$ cat src/rtl/btn_pkg.sv
// rtl/btn_pkg.sv - shared types, 100 MHz timing defaults and width helper for the button pulse generator
package btn_pkg;

    typedef enum logic [1:0] {
        ST_IDLE   = 2'd0,
        ST_PRESS  = 2'd1,
        ST_REPEAT = 2'd2
    } btn_state_e;

    localparam int unsigned DEF_SYNC_STAGES     = 2;
    localparam int unsigned DEF_DEBOUNCE_CYCLES = 1000000;
    localparam int unsigned DEF_HOLD_CYCLES     = 50000000;
    localparam int unsigned DEF_REPEAT_CYCLES   = 20000000;

    // Smallest width w with 2**w >= n, never below one bit.
    function automatic int unsigned cnt_width(input int unsigned n);
        int unsigned w;
        w = 1;
        while ((64'd1 << w) < 64'(n)) begin
            w = w + 1;
        end
        return w;
    endfunction

endpackage

$ cat src/rtl/btn_debounce.sv
// rtl/btn_debounce.sv - raw button synchronizer plus stable-count debouncer
module btn_debounce
    import btn_pkg::*;
#(
    parameter int unsigned SYNC_STAGES     = DEF_SYNC_STAGES,
    parameter int unsigned DEBOUNCE_CYCLES = DEF_DEBOUNCE_CYCLES
) (
    input  logic clk_i,
    input  logic resetn_i,
    input  logic btn_raw_i,
    output logic level_o,
    output logic level_next_o
);

    localparam int unsigned CNT_W = cnt_width(DEBOUNCE_CYCLES + 1);
    localparam logic [CNT_W-1:0] CNT_LAST = CNT_W'(DEBOUNCE_CYCLES - 1);

    logic [SYNC_STAGES-1:0] sync_q;
    logic [SYNC_STAGES-1:0] sync_d;
    logic                   sync;
    logic [CNT_W-1:0]       cnt_q;
    logic [CNT_W-1:0]       cnt_d;
    logic                   level_q;
    logic                   level_d;

    assign sync_d = {sync_q[SYNC_STAGES-2:0], btn_raw_i};
    assign sync   = sync_q[SYNC_STAGES-1];

    // The counter only runs while the synchronized input disagrees with the accepted level.
    always_comb begin
        cnt_d   = cnt_q;
        level_d = level_q;
        if (sync == level_q) begin
            cnt_d = '0;
        end else if (cnt_q == CNT_LAST) begin
            level_d = ~level_q;
            cnt_d   = '0;
        end else begin
            cnt_d = cnt_q + 1'b1;
        end
    end

    always_ff @(posedge clk_i) begin
        if (!resetn_i) begin
            sync_q  <= '0;
            cnt_q   <= '0;
            level_q <= 1'b0;
        end else begin
            sync_q  <= sync_d;
            cnt_q   <= cnt_d;
            level_q <= level_d;
        end
    end

    assign level_o      = level_q;
    assign level_next_o = level_d;

endmodule

$ cat src/rtl/button_pulse_gen.sv
// rtl/button_pulse_gen.sv - debounced button to increment pulses; BTN_AUTOREPEAT_EN adds hold auto-repeat
module button_pulse_gen
    import btn_pkg::*;
#(
    parameter int unsigned SYNC_STAGES     = DEF_SYNC_STAGES,
    parameter int unsigned DEBOUNCE_CYCLES = DEF_DEBOUNCE_CYCLES,
    parameter int unsigned HOLD_CYCLES     = DEF_HOLD_CYCLES,
    parameter int unsigned REPEAT_CYCLES   = DEF_REPEAT_CYCLES
) (
    input  logic CLK100MHZ,
    input  logic Reset_n,
    input  logic btn_raw,
    output logic btn_level,
    output logic pulse,
    output logic repeat_active
);

    localparam bit PARAMS_OK = (SYNC_STAGES >= 2) && (DEBOUNCE_CYCLES >= 1) &&
                               (HOLD_CYCLES >= 2) && (REPEAT_CYCLES >= 2);

    if (!PARAMS_OK) begin : g_param_check
        $error("button_pulse_gen: illegal timing parameters");
    end

    logic       level_q;
    logic       level_next;
    logic       level_rise;
    btn_state_e state_q;
    btn_state_e state_d;
    logic       pulse_q;
    logic       pulse_d;

    btn_debounce #(
        .SYNC_STAGES     (SYNC_STAGES),
        .DEBOUNCE_CYCLES (DEBOUNCE_CYCLES)
    ) u_debounce (
        .clk_i        (CLK100MHZ),
        .resetn_i     (Reset_n),
        .btn_raw_i    (btn_raw),
        .level_o      (level_q),
        .level_next_o (level_next)
    );

    // The FSM reacts to the level being registered this edge so the first pulse lines up with btn_level.
    assign level_rise = level_next && !level_q;

`ifdef BTN_AUTOREPEAT_EN
    localparam int unsigned TMR_MAX = (HOLD_CYCLES > REPEAT_CYCLES) ? HOLD_CYCLES : REPEAT_CYCLES;
    localparam int unsigned TMR_W   = cnt_width(TMR_MAX);
    localparam logic [TMR_W-1:0] HOLD_LAST   = TMR_W'(HOLD_CYCLES - 1);
    localparam logic [TMR_W-1:0] REPEAT_LAST = TMR_W'(REPEAT_CYCLES - 1);

    logic [TMR_W-1:0] timer_q;
    logic [TMR_W-1:0] timer_d;
    logic             repeat_q;
    logic             repeat_d;

    always_comb begin
        state_d  = state_q;
        timer_d  = timer_q;
        pulse_d  = 1'b0;
        repeat_d = repeat_q;
        case (state_q)
            ST_IDLE: begin
                if (level_rise) begin
                    pulse_d = 1'b1;
                    timer_d = '0;
                    state_d = ST_PRESS;
                end
            end
            ST_PRESS: begin
                // Release wins over a coinciding hold expiry.
                if (!level_next) begin
                    state_d  = ST_IDLE;
                    timer_d  = '0;
                    repeat_d = 1'b0;
                end else if (timer_q == HOLD_LAST) begin
                    pulse_d  = 1'b1;
                    timer_d  = '0;
                    repeat_d = 1'b1;
                    state_d  = ST_REPEAT;
                end else begin
                    timer_d = timer_q + 1'b1;
                end
            end
            ST_REPEAT: begin
                if (!level_next) begin
                    state_d  = ST_IDLE;
                    timer_d  = '0;
                    repeat_d = 1'b0;
                end else if (timer_q == REPEAT_LAST) begin
                    pulse_d = 1'b1;
                    timer_d = '0;
                end else begin
                    timer_d = timer_q + 1'b1;
                end
            end
            default: begin
                state_d  = ST_IDLE;
                timer_d  = '0;
                repeat_d = 1'b0;
            end
        endcase
    end

    always_ff @(posedge CLK100MHZ) begin
        if (!Reset_n) begin
            state_q  <= ST_IDLE;
            timer_q  <= '0;
            pulse_q  <= 1'b0;
            repeat_q <= 1'b0;
        end else begin
            state_q  <= state_d;
            timer_q  <= timer_d;
            pulse_q  <= pulse_d;
            repeat_q <= repeat_d;
        end
    end

    assign repeat_active = repeat_q;
`else
    always_comb begin
        state_d = state_q;
        pulse_d = 1'b0;
        case (state_q)
            ST_IDLE: begin
                if (level_rise) begin
                    pulse_d = 1'b1;
                    state_d = ST_PRESS;
                end
            end
            ST_PRESS: begin
                if (!level_next) begin
                    state_d = ST_IDLE;
                end
            end
            default: begin
                state_d = ST_IDLE;
            end
        endcase
    end

    always_ff @(posedge CLK100MHZ) begin
        if (!Reset_n) begin
            state_q <= ST_IDLE;
            pulse_q <= 1'b0;
        end else begin
            state_q <= state_d;
            pulse_q <= pulse_d;
        end
    end

    assign repeat_active = 1'b0;
`endif

    assign btn_level = level_q;
    assign pulse     = pulse_q;

endmodule
$ cat config.mk
export PLATFORM = sky130hd
export DESIGN_NAME = button_pulse_gen
export DESIGN_NICKNAME = d
export VERILOG_FILES = /design/src/rtl/btn_pkg.sv /design/src/rtl/btn_debounce.sv /design/src/rtl/button_pulse_gen.sv
export SDC_FILE = /design/constraint.sdc
export NUM_CORES = 1
export LEC_CHECK = 0
export BUFFER_PORTS_ARGS = -buffer_cell sky130_fd_sc_hd__buf_4
export CAP_MARGIN = 20
export CORE_MARGIN = 2
export CORE_UTILIZATION = 55
export CTS_CLUSTER_SIZE = 25
export DETAILED_ROUTE_END_ITERATION = 10
export PLACE_DENSITY = 0.73
export SYNTH_ARGS = -nofsm -noshare
export SYNTH_HDL_FRONTEND = slang
export SYNTH_SLANG_ARGS = --single-unit
$ cat constraint.sdc
create_clock -name CLK100MHZ -period 2.3 [get_ports CLK100MHZ]
set_clock_uncertainty 0.15 [all_clocks]
set_input_delay 0.575 -clock CLK100MHZ [delete_from_list [all_inputs] [get_ports CLK100MHZ]]
set_output_delay 0.575 -clock CLK100MHZ [all_outputs]
set_load 0.005 [all_outputs]
Yosys cells after proc, flatten, opt, wreduce, memory -nomap -nowiden
Cells that the tools add are included.
Widths: inputs -> output; s select.
{"block": "op_classes", "add_sub_neg": 1, "multipliers": 0, "n_div": 0, "n_lt_le_gt_ge": 0, "n_eq_ne": 5, "n_shift": 0, "mux": 6, "n_bitwise": 2, "n_reduce_logical": 6}
{"op": "$add 20x1->20 const B", "count": 1}
{"op": "$eq 20x20->1 const B", "count": 1}
{"op": "$mux 2", "count": 2}
{"op": "$ne 2x2->1 const B", "count": 2}
{"op": "$pmux 2 s2", "count": 1}
{"op": "$reduce_and 2->1", "count": 2}
{"op": "$mux 1", "count": 3}
{"op": "$reduce_or 3->1", "count": 1}
{"op": "$eq 2x1->1 const B", "count": 1}
{"op": "$logic_not 2->1", "count": 1}
{"op": "$not 1->1", "count": 2}
{"op": "$eq 1x1->1", "count": 1}
{"op": "$logic_and 1x1->1", "count": 1}
{"op": "$logic_not 1->1", "count": 1}
{"block": "word_totals", "ff_bits": 26, "latchBits": 0, "ramBits": 0, "romBits": 0, "in_bits": 3, "out_inout_bits": 3, "word_cells": 25, "n_memories": 0}

Depth between registers and ports, before layout
{"block": "logic_depth", "depth_word": 6, "ltp_mapped": 6, "ltp_nobuf": 5}

Hierarchy
From an unflattened synthesis, not the netlist that was laid out.
{"block": "hier_totals", "cells_unflattened": 122, "hier_area_um2": 1099.8}
{"module": "btn_debounce", "instances": 1, "cells_per_inst": 114, "area_per_inst_um2": 1022.2, "seq_area_each_um2": 460.4}
{"module": "button_pulse_gen", "instances": 1, "cells_per_inst": 8, "area_per_inst_um2": 77.6, "seq_area_each_um2": 40.0}

Worst setup path before layout
Ideal clock, no wire load.
{"block": "synth_timing", "path_type": "register -> register", "startpoint": "register u_debounce.cnt_q[6]", "endpoint": "register u_debounce.cnt_q[18]", "setup_ns": 0.125, "t_arrival_ns": 1.661, "t_required_ns": 2.025, "path_slack_ns": 0.363, "path_stages_with_launch": 7, "path_buffers": 2, "synth_period_minus_slack_ns": 1.937, "cell_sequence": "dfxtp_1 buf_6 or3b_1 or4_4 o211ai_2 buf_6 a21oi_1"}
{"block": "synth_via", "elab_chain_len": 2, "elab_cells_between_ends": 3, "classes_between": "add/sub (1); eq/ne (1); reduce/logical (1)"}
{"item": "start: declaration", "line_no": "btn_debounce.sv:21", "source": "logic [CNT_W-1:0] cnt_q;"}
{"item": "start signal: assignment", "line_no": "btn_debounce.sv:50", "source": "cnt_q <= cnt_d;"}
{"item": "parallel branches: the longest is 2 deep, another holds $add 20x1->20"}
Several ways; the timed one is not identified.
A chain may end at the register's enable or synchronous reset.

Final worst setup path
{"block": "layout_timing", "startpoint": "register u_debounce.cnt_q[13]", "endpoint": "register u_debounce.cnt_q[4]"}
{"block": "layout_via", "elab_chain_len": 2}
{"item": "$eq 20x20->1", "line_no": "btn_debounce.sv:35", "source": "end else if (cnt_q == CNT_LAST) begin"}
{"item": "$reduce_or 3->1 (no source line)"}
No other way between the ends.

==> flow_results.xml <==
<?xml version="1.0" encoding="UTF-8"?>
<metrics>
  <group name="power">
    <metric name="clock_power_share" unit="">0.299</metric>
    <metric name="power.internal" unit="uW">507</metric>
    <metric name="share_seq_of_total_power" unit="">0.681</metric>
    <metric name="comb_power_share" unit="">0.020</metric>
    <metric name="irDropWorstVdd" unit="uV">318</metric>
    <metric name="switchingPower" unit="uW">134</metric>
    <metric name="net_switching_fraction_of_the_power" unit="">0.210</metric>
    <metric name="power_density" unit="nW/um^2">534</metric>
    <metric name="leakagePower" unit="nW">0.400</metric>
  </group>
  <group name="floorplan">
    <metric name="dieHeight" unit="um">49.3</metric>
    <metric name="die_area" unit="um^2">2430</metric>
    <metric name="die_w" unit="um">49.3</metric>
    <metric name="std_cell_rows" unit="">16</metric>
    <metric name="core-area" unit="um^2">1940</metric>
    <metric name="io_pins" unit="">6</metric>
    <metric name="start_util" unit="">0.581</metric>
  </group>
  <group name="drt">
    <metric name="drt-initial-drc-count" unit="">21</metric>
    <metric name="drt_pre_antenna_iters" unit="">4</metric>
    <metric name="route.detailed.drc" unit="">0</metric>
    <metric name="via_per_inst" unit="">5.73</metric>
    <metric name="wire_per_inst" unit="um">12.2</metric>
    <metric name="postRouteAntennaNets" unit="">0</metric>
    <metric name="dr_vias" unit="">899</metric>
    <metric name="routed_wl" unit="um">1920</metric>
  </group>
  <group name="finish">
    <metric name="post-route-util" unit="">0.619</metric>
    <metric name="final_nets" unit="">135</metric>
    <metric name="filler_cell_count" unit="">180</metric>
    <metric name="antenna_cells" unit="">0</metric>
    <metric name="share_of_post_route_cells_with_drive_strength_above_1" unit="">0.100</metric>
    <metric name="syn2layout_area_growth" unit="%">6.43</metric>
  </group>
  <group name="clock_network">
    <metric name="ctsRootBufferMaster" unit="">sky130_fd_sc_hd__clkbuf_4</metric>
    <metric name="cts-root-to-sink-buffers" unit="">2</metric>
    <metric name="cts.clk_slew.worst_paths" unit="ps">130</metric>
    <metric name="cts.repair_timing.setup_buffer_count" unit="">0</metric>
    <metric name="cts.htree.levels" unit="">1</metric>
    <metric name="worst_skew_pair.late_latency" unit="ps">320</metric>
    <metric name="cts_inserted_buffers" unit="">3</metric>
    <metric name="clock-sinks" unit="">25</metric>
    <metric name="cts_hold_buf" unit="">0</metric>
    <metric name="cts_tree" unit="">yes</metric>
    <metric name="cts_repair_resize_count" unit="">0</metric>
  </group>
  <group name="setup_path">
    <metric name="timing.critical_path.cells" unit="">or4_1, or4_4, o211ai_2, buf_12, nor2_1</metric>
    <metric name="cp_slowest_cell" unit="">sky130_fd_sc_hd__or4_1</metric>
    <metric name="criticalPathCategory" unit="">flop to flop</metric>
    <metric name="timing.critical_path.required" unit="ps">2370</metric>
    <metric name="worst_setup_path_startpoint" unit="">u_debounce.cnt_q[13]</metric>
    <metric name="crit-reg2reg-launch" unit="">u_debounce.cnt_q[13]</metric>
    <metric name="critical_path.max_stage_delay" unit="ps">560</metric>
    <metric name="critPathArrivalTime" unit="ps">2120</metric>
    <metric name="timing.critical_path.buf_inv" unit="">1</metric>
    <metric name="setup.worst_path.end_class" unit="">flop</metric>
    <metric name="timing.critical_path.max_delay_family" unit="">simple AND/OR/NAND/NOR gates</metric>
    <metric name="cp-start-kind" unit="">flop</metric>
    <metric name="max_fo_critical_path" unit="">20</metric>
  </group>
  <group name="sta">
    <metric name="timing.final.hold_violations" unit="">0</metric>
    <metric name="finalSetupViolCount" unit="">0</metric>
    <metric name="rsz0062_at_grt" unit="">no</metric>
    <metric name="final_period_minus_worst_setup_slack" unit="ps">2050</metric>
    <metric name="fmax" unit="MHz">489</metric>
    <metric name="setup_total_negative_slack" unit="ps">0</metric>
    <metric name="min_period_over_period" unit="">0.890</metric>
    <metric name="slew_viol_final" unit="">0</metric>
  </group>
  <group name="grt">
    <metric name="overflow" unit="">0</metric>
    <metric name="number_of_global_route_vias_before_repair" unit="">828</metric>
    <metric name="maximum_number_of_pins_on_one_net_before_global_route_repair" unit="">21</metric>
    <metric name="antenna_violations_before_repair" unit="">0</metric>
    <metric name="grt.total_usage" unit="">0.185</metric>
    <metric name="grt_pass1_wl" unit="um">3440</metric>
  </group>
  <group name="placement">
    <metric name="dp_hpwl" unit="um">1400</metric>
    <metric name="routabilityCongestion" unit="">0.780</metric>
    <metric name="io_buffer_count" unit="">4</metric>
  </group>
  <group name="min_path">
    <metric name="hold_path_startpoint" unit="">u_debounce.sync_q[0]</metric>
    <metric name="holdCritPathClass" unit="">flop to flop</metric>
  </group>
  <group name="synthesis">
    <metric name="synth_edf_count" unit="">0</metric>
    <metric name="synth.most_common_cell" unit="">sky130_fd_sc_hd__dfxtp_1</metric>
    <metric name="post_synth_most_frequent_cells" unit="">sky130_fd_sc_hd__dfxtp_1 (25), sky130_fd_sc_hd__nor2_1 (14), sky130_fd_sc_hd__a21oi_1 (10)</metric>
    <metric name="synthesis.nets" unit="">129</metric>
    <metric name="ys_top_cells_by_area" unit="">sky130_fd_sc_hd__dfxtp_1 (44%), sky130_fd_sc_hd__xor2_1 (7.0%), sky130_fd_sc_hd__nor2_1 (4.7%), sky130_fd_sc_hd__a21oi_1 (4.4%), sky130_fd_sc_hd__nand3_1 (3.5%)</metric>
    <metric name="mappedNetlistArea" unit="um^2">1130</metric>
    <metric name="synth-seq-cells" unit="">25</metric>
    <metric name="asyncSetResetFlopFracSynth" unit="">0</metric>
    <metric name="ys_dominant_reg_cell" unit="">sky130_fd_sc_hd__dfxtp_1</metric>
    <metric name="netlist-cell-type-count" unit="">27</metric>
    <metric name="synth_warnings" unit="">0</metric>
    <metric name="sequential_cell_area_fraction_in_the_yosys_report" unit="">0.443</metric>
    <metric name="synth_top_cell_area_share" unit="">0.443</metric>
    <metric name="synth_cells" unit="">125</metric>
    <metric name="synthDominantAreaCellType" unit="">sky130_fd_sc_hd__dfxtp_1</metric>
    <metric name="synth_area_per_cell" unit="um^2">9.03</metric>
  </group>
  <group name="run_status">
    <metric name="outcome" unit="">completed</metric>
  </group>
  <group name="run">
    <metric name="cap_violations" unit="">0</metric>
  </group>
</metrics>
[registers in the layout (all words and copies together) (netlist names)]
| register | flops |
|---|---|
| u_debounce.sync_q | 2 |
| state_q | 1 |
| pulse | 1 |
| u_debounce.level_o | 1 |
| u_debounce.cnt_q | 20 |
[routing by layer]
metal	global-route usage	share of wire
met5	0	0
met4	0.100	0.024
met3	0.0368	0.030
met2	0.291	0.47
met1	0.238	0.47
[logic make-up after synthesis]
group,count (synthesis),share of synthesized area
AND/OR/NAND/NOR,57,0.294
flip-flops,25,0.443
AO/OA/AOI/OAI,21,0.109
XOR/XNOR,11,0.0854
buffers and inverters,9,0.0543
adder cells (fa/ha/maj),1,0.0111
other,1,0.00332
[area by class of cell]
type                            count  area, um^2  area share
Tap cell                           27        33.8      0.0281
Clock inverter                      1        5.00     0.00417
Multi-Input combinational cell     91         567       0.472
Sequential cell                    25         500       0.417
Clock buffer                        3        22.5      0.0188
Timing Repair Buffer                6        57.6      0.0479
Inverter                            4        15.0      0.0125
[path summary, 6_finish.rpt]
kind	end	slack, ps	depth (start not counted)
max	u_debounce.cnt_q[4]	250	5
min reg2reg	u_debounce.sync_q[1]	300	1
min	u_debounce.sync_q[1]	300	1
max reg2reg	u_debounce.cnt_q[4]	250	5
[per-stage QoR]
stage	area [um^2]	power, mW	setup slack (ps)	hold WS (ps)	cells
after detailed placement	1170	0.459	271	274	153
after global placement	1170	0.459	320	271	153
after floorplan	1130	0.455	363	262	125
final	1200	0.641	253	302	157
after global routing	1200	0.668	186	294	157
after CTS	1200	0.657	253	290	157
[cell usage in the layout (no fill, tap or decap), types with 4 or more instances in the layout]
| cell | n |
|---|---|
| sky130_fd_sc_hd__xor2_1 | 9 |
| sky130_fd_sc_hd__nand3_1 | 8 |
| sky130_fd_sc_hd__buf_4 | 5 |
| sky130_fd_sc_hd__nand4_1 | 6 |
| sky130_fd_sc_hd__dfxtp_1 | 25 |
| sky130_fd_sc_hd__nand2_1 | 5 |
| sky130_fd_sc_hd__inv_1 | 4 |
| sky130_fd_sc_hd__o21ai_0 | 6 |
| sky130_fd_sc_hd__a21oi_1 | 10 |
| sky130_fd_sc_hd__o31ai_1 | 4 |
| sky130_fd_sc_hd__and2_1 | 5 |
| sky130_fd_sc_hd__or4_1 | 5 |
| sky130_fd_sc_hd__nor2_1 | 14 |
[power by group through the flow]
stage               logic, mW  registers [mW]  clock network [mW]
global placement       0.0124           0.446                   0
CTS                    0.0128           0.437               0.207
finish                 0.0126           0.437               0.192
detailed placement     0.0127           0.446                   0
floorplan             0.00903           0.446                   0
global route           0.0141           0.437               0.217
Note: power is estimated with default switching activity, not from simulation.
